==> config.mk <==
export PLATFORM = sky130hd
export DESIGN_NAME = uart_tx_cfg
export DESIGN_NICKNAME = d
export VERILOG_FILES = /design/src/rtl/uart_tx_cfg.sv
export SDC_FILE = /design/constraint.sdc
export NUM_CORES = 1
export LEC_CHECK = 0
export BUFFER_PORTS_ARGS = -buffer_cell sky130_fd_sc_hd__buf_2
export CAP_MARGIN = 20
export CORE_MARGIN = 2
export CORE_UTILIZATION = 50
export DETAILED_ROUTE_END_ITERATION = 6
export GPL_ROUTABILITY_DRIVEN = 0
export PLACE_DENSITY = 0.69
export REMOVE_ABC_BUFFERS = 1
export SYNTH_ARGS = -nofsm -noshare
export SYNTH_HDL_FRONTEND = slang
export SYNTH_SLANG_ARGS = --single-unit
==> constraint.sdc <==
create_clock -name i_clk -period 5.2 [get_ports i_clk]
set_clock_uncertainty 0.15 [all_clocks]
set_input_delay 1.04 -clock i_clk [delete_from_list [all_inputs] [get_ports i_clk]]
set_output_delay 1.04 -clock i_clk [all_outputs]
set_load 0.03 [all_outputs]
==> src/rtl/uart_tx_cfg.sv <==
// UART transmitter with a write FIFO and per-frame configuration
// (divisor, parity mode, stop bits) captured when each word is popped.
module uart_tx_cfg #(
  parameter int unsigned DATA_BITS = 8,
  parameter int unsigned DIV_WID   = 16,
  parameter int unsigned FIFO_AW   = 4
) (
  input  logic                 i_clk,
  input  logic                 i_rst,
  input  logic [DIV_WID-1:0]   i_div,
  input  logic [1:0]           i_parity,
  input  logic                 i_stop2,
  input  logic                 i_wr,
  input  logic [DATA_BITS-1:0] i_data,
  output logic                 o_full,
  output logic [FIFO_AW:0]     o_level,
  output logic                 o_busy,
  output logic                 o_txempty,
  output logic                 o_uart_tx
);

  localparam int unsigned DEPTH = 1 << FIFO_AW;
  localparam int unsigned BIT_W = $clog2(DATA_BITS);

  typedef enum logic [2:0] {
    S_IDLE,
    S_START,
    S_DATA,
    S_PARITY,
    S_STOP
  } state_t;

  state_t               state_q, state_d;
  logic [DATA_BITS-1:0] mem [DEPTH];
  logic [FIFO_AW-1:0]   wr_ptr_q, rd_ptr_q;
  logic [FIFO_AW:0]     level_q;
  logic [DIV_WID-1:0]   div_q, div_d;
  logic [DIV_WID-1:0]   cnt_q, cnt_d;
  logic [DATA_BITS-1:0] shreg_q, shreg_d;
  logic [BIT_W-1:0]     bitc_q, bitc_d;
  logic                 par_en_q, par_en_d;
  logic                 par_bit_q, par_bit_d;
  logic                 stop2_q, stop2_d;
  logic                 stop_sec_q, stop_sec_d;
  logic                 tx_q, tx_d;

  logic                 full_c, empty_c, push_c, pop_c, start_c, bit_end_c;
  logic [DATA_BITS-1:0] head_c;

  assign full_c    = (level_q == (FIFO_AW+1)'(DEPTH));
  assign empty_c   = (level_q == '0);
  assign push_c    = i_wr & ~full_c & ~i_rst;
  assign head_c    = mem[rd_ptr_q];
  assign bit_end_c = (cnt_q == '0);

  assign o_full    = full_c;
  assign o_level   = level_q;
  assign o_busy    = (state_q != S_IDLE);
  assign o_txempty = empty_c & (state_q == S_IDLE);
  assign o_uart_tx = tx_q;

  // Next-state and datapath next values; a frame start pops and latches config
  always_comb begin
    state_d    = state_q;
    div_d      = div_q;
    cnt_d      = cnt_q;
    shreg_d    = shreg_q;
    bitc_d     = bitc_q;
    par_en_d   = par_en_q;
    par_bit_d  = par_bit_q;
    stop2_d    = stop2_q;
    stop_sec_d = stop_sec_q;
    tx_d       = tx_q;
    start_c    = 1'b0;

    case (state_q)
      S_IDLE: begin
        tx_d = 1'b1;
        if (!empty_c) start_c = 1'b1;
      end
      S_START: begin
        if (bit_end_c) begin
          state_d = S_DATA;
          tx_d    = shreg_q[0];
          shreg_d = shreg_q >> 1;
          bitc_d  = BIT_W'(DATA_BITS - 1);
          cnt_d   = div_q;
        end else begin
          cnt_d = cnt_q - DIV_WID'(1);
        end
      end
      S_DATA: begin
        if (bit_end_c) begin
          cnt_d = div_q;
          if (bitc_q == '0) begin
            if (par_en_q) begin
              state_d = S_PARITY;
              tx_d    = par_bit_q;
            end else begin
              state_d    = S_STOP;
              tx_d       = 1'b1;
              stop_sec_d = 1'b0;
            end
          end else begin
            tx_d    = shreg_q[0];
            shreg_d = shreg_q >> 1;
            bitc_d  = bitc_q - BIT_W'(1);
          end
        end else begin
          cnt_d = cnt_q - DIV_WID'(1);
        end
      end
      S_PARITY: begin
        if (bit_end_c) begin
          state_d    = S_STOP;
          tx_d       = 1'b1;
          cnt_d      = div_q;
          stop_sec_d = 1'b0;
        end else begin
          cnt_d = cnt_q - DIV_WID'(1);
        end
      end
      S_STOP: begin
        if (bit_end_c) begin
          if (stop2_q && !stop_sec_q) begin
            stop_sec_d = 1'b1;
            cnt_d      = div_q;
          end else if (!empty_c) begin
            start_c = 1'b1;
          end else begin
            state_d = S_IDLE;
            tx_d    = 1'b1;
          end
        end else begin
          cnt_d = cnt_q - DIV_WID'(1);
        end
      end
      default: begin
        state_d = S_IDLE;
        tx_d    = 1'b1;
      end
    endcase

    if (start_c) begin
      state_d   = S_START;
      tx_d      = 1'b0;
      cnt_d     = i_div;
      div_d     = i_div;
      shreg_d   = head_c;
      par_en_d  = (i_parity == 2'b01) || (i_parity == 2'b10);
      par_bit_d = (^head_c) ^ (i_parity == 2'b10);
      stop2_d   = i_stop2;
    end
  end

  assign pop_c = start_c;

  // FIFO storage; contents need no reset since pointers define validity
  always_ff @(posedge i_clk) begin
    if (push_c) mem[wr_ptr_q] <= i_data;
  end

  // State, FIFO pointers and frame datapath registers
  always_ff @(posedge i_clk) begin
    if (i_rst) begin
      state_q    <= S_IDLE;
      wr_ptr_q   <= '0;
      rd_ptr_q   <= '0;
      level_q    <= '0;
      div_q      <= '0;
      cnt_q      <= '0;
      shreg_q    <= '0;
      bitc_q     <= '0;
      par_en_q   <= 1'b0;
      par_bit_q  <= 1'b0;
      stop2_q    <= 1'b0;
      stop_sec_q <= 1'b0;
      tx_q       <= 1'b1;
    end else begin
      state_q    <= state_d;
      div_q      <= div_d;
      cnt_q      <= cnt_d;
      shreg_q    <= shreg_d;
      bitc_q     <= bitc_d;
      par_en_q   <= par_en_d;
      par_bit_q  <= par_bit_d;
      stop2_q    <= stop2_d;
      stop_sec_q <= stop_sec_d;
      tx_q       <= tx_d;
      if (push_c) wr_ptr_q <= wr_ptr_q + FIFO_AW'(1);
      if (pop_c)  rd_ptr_q <= rd_ptr_q + FIFO_AW'(1);
      case ({push_c, pop_c})
        2'b10:   level_q <= level_q + (FIFO_AW+1)'(1);
        2'b01:   level_q <= level_q - (FIFO_AW+1)'(1);
        default: level_q <= level_q;
      endcase
    end
  end

endmodule

# [Yosys cells after proc, flatten, opt, wreduce, memory -nomap -nowiden]
# Memories as Yosys holds them, arrays and structs flattened. A register that Yosys moved wholly into a read port is not among the register bits.
# Cells that the tools add are included.
[totals] reg_bits=64 latchBits=0 mem_bits_rw=128 rom_bits=0 in_bits=30 out_inout_bits=9 word_cells=130 n_memories=1
[memory_table] name="mem" words=16 width=8 rd=1 rd_clocked_by_memory_dff=1 write_ports=1 line_no="34" source="logic [DATA_BITS-1:0] mem [DEPTH];"
[classes] n_addsub=6 mul=0 div_mod_pow=0 n_lt_le_gt_ge=0 eq_ne=29 shifts=0 n_mux=50 n_bitwise=7 reduce_logical=23
[ops] cell="$mux 16" count=4
[ops] cell="$mux 3" count=11
[ops] cell="$mux 8" count=4
[ops] cell="$pmux 16 s2" count=1
[ops] cell="$ne 3x3->1 const B" count=8
[ops] cell="$ne 2x2->1 const B" count=11
[ops] cell="$mux 1" count=21
[ops] cell="$logic_not 16->1" count=1
[ops] cell="$pmux 8 s2" count=1
[ops] cell="$reduce_and 8->1" count=2
[ops] cell="$sub 16x1->16 const B" count=1
[ops] cell="$pmux 3 s5" count=1
[ops] cell="$reduce_bool 3->1" count=4
[ops] cell="$pmux 5 s2" count=1
[ops] cell="$add 4x1->4 const B" count=2
[ops] cell="$mux 4" count=2
[ops] cell="$reduce_and 4->1" count=2
[ops] cell="$reduce_xor 8->1" count=1
[ops] cell="$reduce_and 7->1" count=1
[ops] cell="$eq 3x2->1 const B" count=2
[ops] cell="$logic_not 3->1" count=2
[ops] cell="$pmux 3 s2" count=1
[ops] cell="$reduce_and 6->1" count=1
[ops] cell="$add 5x1->5 const B" count=1
[ops] cell="other kinds (22)" count=29

# [Depth between registers and ports, before layout]
[depth] ltp_word=7 mapped_depth=18 depth_no_buf=15

# [Worst setup path before layout]
# No wires, ideal clock.
[synth_path] path_kind="reg2reg" start="register state_q[0]" end="register level_q[4] (netlist: o_level[4])" setup_time_ns=0.070 arrival_ns=3.898 t_required_ns=4.980 setup_slack_ns=1.082 stages_incl_launch_ff=19 n_path_buf=4 period_less_slack_ns=4.118 path_cell_list="dfxtp_1 buf_2 nor2_1 nand3_2 or4_1 a2111o_1 inv_2 buf_4 buf_4 ha_1 clkbuf_1 xor2_1 ha_1 o21ai_0 a21oi_1 a21oi_1 xor2_1 or3_1 a21oi_1"
[synth_between] elab_chain_cells=4 word_cells_on_any_way=7 cone_classes="eq/ne: 3; mux: 2; reduce/logical: 2"
[synth_lines] element="start: declaration" line_no="33" source="state_t state_q, state_d;"
[synth_lines] element="start signal: assignment" line_no="180" source="state_q <= state_d;"
[synth_lines] element="$eq 3x3->1 / $logic_not 3->1 (equally long branches)" line_no="76" source="case (state_q)"
[synth_lines] element="$pmux 1 s2 *" line_no="76"
[synth_lines] element="via pop_c" line_no="47" source="logic full_c, empty_c, push_c, pop_c, start_c, bit_end_c;"
[synth_lines] element="$eq 2x1->1 / $eq 2x2->1 (equally long branches)" line_no="192" source="case ({push_c, pop_c})"
[synth_lines] element="$pmux 5 s2 / $reduce_bool 2->1 (equally long branches)"
[synth_lines] element="end signal: assignment" line_no="193" source="2'b10: level_q <= level_q + (FIFO_AW+1)'(1);"
[synth_lines] element="end signal: assignment" line_no="194" source="2'b01: level_q <= level_q - (FIFO_AW+1)'(1);"
[synth_lines] element="end signal: assignment" line_no="195" source="default: level_q <= level_q;"
[synth_lines] element="end: declaration" line_no="36" source="logic [FIFO_AW:0] level_q;"
# The timed path passes the listed nets; every way through them passes the cells marked *.
# A chain may end at the register's enable or synchronous reset.

# [Worst setup path in the final report]
[layout_path] start="register cnt_q[2]" end="register level_q[4] (netlist: o_level[4])"
[layout_between] elab_chain_cells=5 word_cells_on_any_way=7 cone_classes="eq/ne: 2; mux: 3; reduce/logical: 2"
[layout_lines] element="start: declaration" line_no="38" source="logic [DIV_WID-1:0] cnt_q, cnt_d;"
[layout_lines] element="start signal: assignment" line_no="182" source="cnt_q <= cnt_d;"
[layout_lines] element="$logic_not 16->1 *" line_no="54" source="assign bit_end_c = (cnt_q == '0);"
[layout_lines] element="$mux 1 *" line_no="124" source="if (bit_end_c) begin"
[layout_lines] element="$pmux 1 s2 *" line_no="76"
[layout_lines] element="$eq 2x1->1 / $eq 2x2->1 (equally long branches)" line_no="192"
[layout_lines] element="$pmux 5 s2 / $reduce_bool 2->1 (equally long branches)"
# Every way passes the cells marked *; elsewhere a longest branch is shown, timed or not.

==> summary.txt <==
Run status
  • Status: finished clean

STA
  • RSZ-0062 raised after global routing: false
  • Worst slew pin tran: 1.10 ns
  • Setup tns final: 0 ns
  • Fmax achieved: 0.247 GHz
  • Final worst-path cycle share: 77.9%
  • Final setup margin: 1.15 ns
  • Final setup viols: 0
  • Post-route minimum period: 4.05 ns
  • Max-slew violations: 0
  • Final-report hold violation count: 0
  • Worst rel slew slack: 26.3%

Pwr
  • Clock power frac: 26.4%
  • PwrDens: 520 nW/µm²
  • Power consumption: 4.82 mW
  • Switching share of total power: 33.9%
  • Max IR drop VDD: 401 µV
  • Internal Pwr Total: 3.19 mW
  • Flop pwr share: 42.2%
  • Leakage power figure: 3.13 nW
  • Part of the power in combinational logic: 31.4%
  • Sw Pwr: 1.64 mW

Clock network
  • Cts bufs inserted: 17
  • Clk buf depth: 2
  • Root Driver: clkbuf_16
  • Worst-Skew Late Latency: 0.42 ns
  • Reg clk slew, reported paths: 0.07 ns
  • CTS tree: built
  • Post-CTS Setup Inserts: 0
  • CTS sink count: 196
  • CTS HTree Levels: 4
  • CTS Hold Bufs: 0
  • Post-CTS sizing: 0

Layout
  • Filler Cell Count: 1321
  • Layout cell share with drive strength beyond 1: 17.5%
  • Fin area: 9280 µm²
  • Nets: 716
  • Multi-input gate area: 2910 µm²
  • Layout Cells excl Fill: 906
  • Layout area overhead: 11.6%
  • Reg area: 5210 µm²
  • Antenna diodes: 0

Setup path
  • Slowest-stage cell, CP: or4_1
  • Worst Path Buf+Inv: 1
  • Crit-path most repeated cell: a21oi_1
  • Crit-path cells: nor4_2 > nand4_1 > or4_1 > a2111o_1 > inv_2 > ha_1 > xor2_1 > ha_1 > o21ai_0 > a21oi_1 > a21oi_1 > xor2_1 > or3_1 > a21oi_1
  • CP endpoint kind: register
  • Delay-heaviest family, CP: simple AND/OR/NAND/NOR gates
  • Reg2Reg Setup Slack: 1.15 ns
  • Critical path required time: 5.40 ns
  • Setup CP Type: register to register
  • Critical R2R Capture: o_level[4]
  • RR Startpoint: cnt_q[2]
  • Crit-path max FO: 9
  • Slowest stage delay, CP: 0.50 ns
  • Worst EP arrival: 4.25 ns
  • Crit start category: register
  • Worst-case reg-to-reg path depth: 14

Drt
  • ANT nets after route: 0
  • Drt total wl: 17100 µm
  • Via count: 5250
  • DRT iter0 DRCs: 417
  • DR WL/cell: 18.9 µm
  • DRC Markers: 0
  • Via density per instance: 5.79
  • First-pass iteration count of the detailed router: 4

Hold path
  • Hold EP: par_bit_q
  • Worst Hold Depth: 2
  • Hold WC Path Type: register to register
  • Hold Path Origin: par_bit_q

Synth
  • Share of the synthesized area in the top cell type: 46.2%
  • Complex-gate fraction of the synthesized area: 8.00%
  • Ys async rst share: 0%
  • Synth area leader: edfxtp_1
  • Mapped Area: 8320 µm²
  • Largest family of logic cells by synthesized area: simple AND/OR/NAND/NOR gates
  • Number of warning messages in the yosys log: 0
  • Synth area leaders: edfxtp_1 46%, dfxtp_1 16%, mux4_2 9.7%
  • Adder-Cell Fraction of Synth Area: 1.96%
  • Post-synth EDFFs: 128
  • Simple-gate share of the synthesized area: 11.8%
  • Main flop type after synthesis: edfxtp_1
  • Multiplexer area fraction after synthesis: 10.1%
  • Syn Inst Count: 642
  • Post-Syn Area per Cell: 13.0 µm²
  • Xor-xnor portion of the synthesized cell area: 3.13%
  • FF+latch count, synth: 196
  • Post-synthesis sequential area ratio: 62.6%
  • Post-synth cell types: 52

GRT
  • Gr ovfl total: 0
  • Largest net degree at the start of global routing: 66
  • Initial antenna violation count: 0
  • First-pass GRT wire length: 27200 µm
  • Vias in the first global route: 5216
  • GRT Total Usage: 20.0%

Die
  • Initial Utilization: 50.7%
  • Core ar.: 16400 µm²
  • Chip Width: 133 µm
  • Die area: 17700 µm²
  • IO Count: 39
  • Die height: 133 µm
  • Row count: 47

Placement
  • HPWL after DPL: 11300 µm
  • Placed Instances: 873
  • Placed Instance Area: 8690 µm²
  • Placement Setup Slack: 1.23 ns
  • IO Port Bufs: 38

Job
  • Max cap viols: 0
-- worst max path at each step --
stage / from / endpoint / slack (ns) / cells after the start
final: cnt_q[2] / o_level[4] / 1.15 / 14
after global routing: state_q[0] / o_level[4] / 0.88 / 14
after CTS: state_q[0] / o_level[4] / 1.20 / 14
after detailed placement: cnt_q[2] / o_level[4] / 1.23 / 14
after global placement: cnt_q[2] / o_level[4] / 1.34 / 14
after floorplan: cnt_q[11] / o_level[4] / 0.76 / 13
-- area by class of cell --
cell class              instances  share of cell area (%)
clock buffers                  18                    4.62
clock inverters                14                    1.50
inverters                      13                   0.526
multi-input cells             398                    31.4
flip-flops and latches        196                    56.1
well taps                     220                    2.97
repair buffers                 47                    2.91
-- power groups by stage --
stage	Combinational, mW	Clock, mW	Sequential, mW
after floorplan	1.08	0	2.07
after global placement	1.42	0	2.10
after detailed placement	1.46	0	2.11
after CTS	1.47	1.29	2.08
after global routing	1.66	1.36	2.06
final	1.52	1.27	2.04
-- sequential cells by signal, summed over array words and instances, names as in the netlist, named ones only --
| signal | flops |
|---|---|
| rd_ptr_q | 4 |
| par_en_q | 1 |
| stop_sec_q | 1 |
| cnt_q | 16 |
| stop2_q | 1 |
| o_level | 5 |
| wr_ptr_q | 4 |
| o_uart_tx | 1 |
| mem | 128 |
| state_q | 3 |
| div_q | 16 |
| par_bit_q | 1 |
| bitc_q | 3 |
| shreg_q | 8 |
-- cell usage in the layout (no fill, tap or decap), drive strengths merged, types with 13 or more instances in the layout --
cell,netlist,routed
nand2,90,90
inv,13,20
buf,13,47
nor2,48,48
ha,13,13
clkbuf,22,18
mux4,36,36
edfxtp,128,128
nand3,15,15
a21oi,50,50
dfxtp,68,68
-- worst reg2reg max path: cells and delay by family (launching register included) --
kind | cells | cell delay, ns
AND/OR/NAND/NOR | 4 | 1.52
AO/OA/AOI/OAI | 5 | 1.00
adder cells (fa/ha/maj) | 2 | 0.54
flip-flops | 1 | 0.36
XOR/XNOR | 2 | 0.33
buffers and inverters | 1 | 0.07
-- cells in the mapped netlist, types with 3 or more instances --
master    count
a211oi_1      6
a21oi_1      50
a22oi_1      12
a311oi_1      5
a31oi_1      10
and2_1        3
buf_1         3
buf_2         7
buf_4         3
clkbuf_1     21
dfxtp_1      68
edfxtp_1    128
ha_1         13
inv_1        12
mux2i_1       3
mux4_2       36
nand2_1      90
nand2b_1      6
nand3_1      14
nand4_1       7
nor2_1       48
nor2b_1       8
nor3_1       11
nor4_1        5
o211ai_1      5
o21ai_0      12
or3_1         7
xnor2_1      10
xnor3_1       3
xor2_1       12
-- metrics by stage --
stage	hold slack, ns	util, %
after global placement	0.285	53.0
after detailed placement	0.299	53.0
after global routing	0.328	56.6
after CTS	0.310	56.4
final	0.305	56.6
after floorplan	0.271	-
-- layer usage --
metal | share of wire [%] | routed length (µm) | global-route usage (%)
met5 | 0 | 0 | 0
met4 | 0.91 | 155 | 4.78
met1 | 44 | 7500 | 25.9
met2 | 51 | 8700 | 34.2
met3 | 4.4 | 756 | 4.94
-- cells by family (layout without fill, tap and decap cells) --
kind of cell	count (synthesis)	count (layout)
adder cells (fa/ha/maj)	13	13
multiplexers	39	39
AO/OA/AOI/OAI	109	109
XOR/XNOR	25	25
flip-flops	196	196
AND/OR/NAND/NOR	212	212
buffers and inverters	48	92
Note: power is estimated with default switching activity, not from simulation.
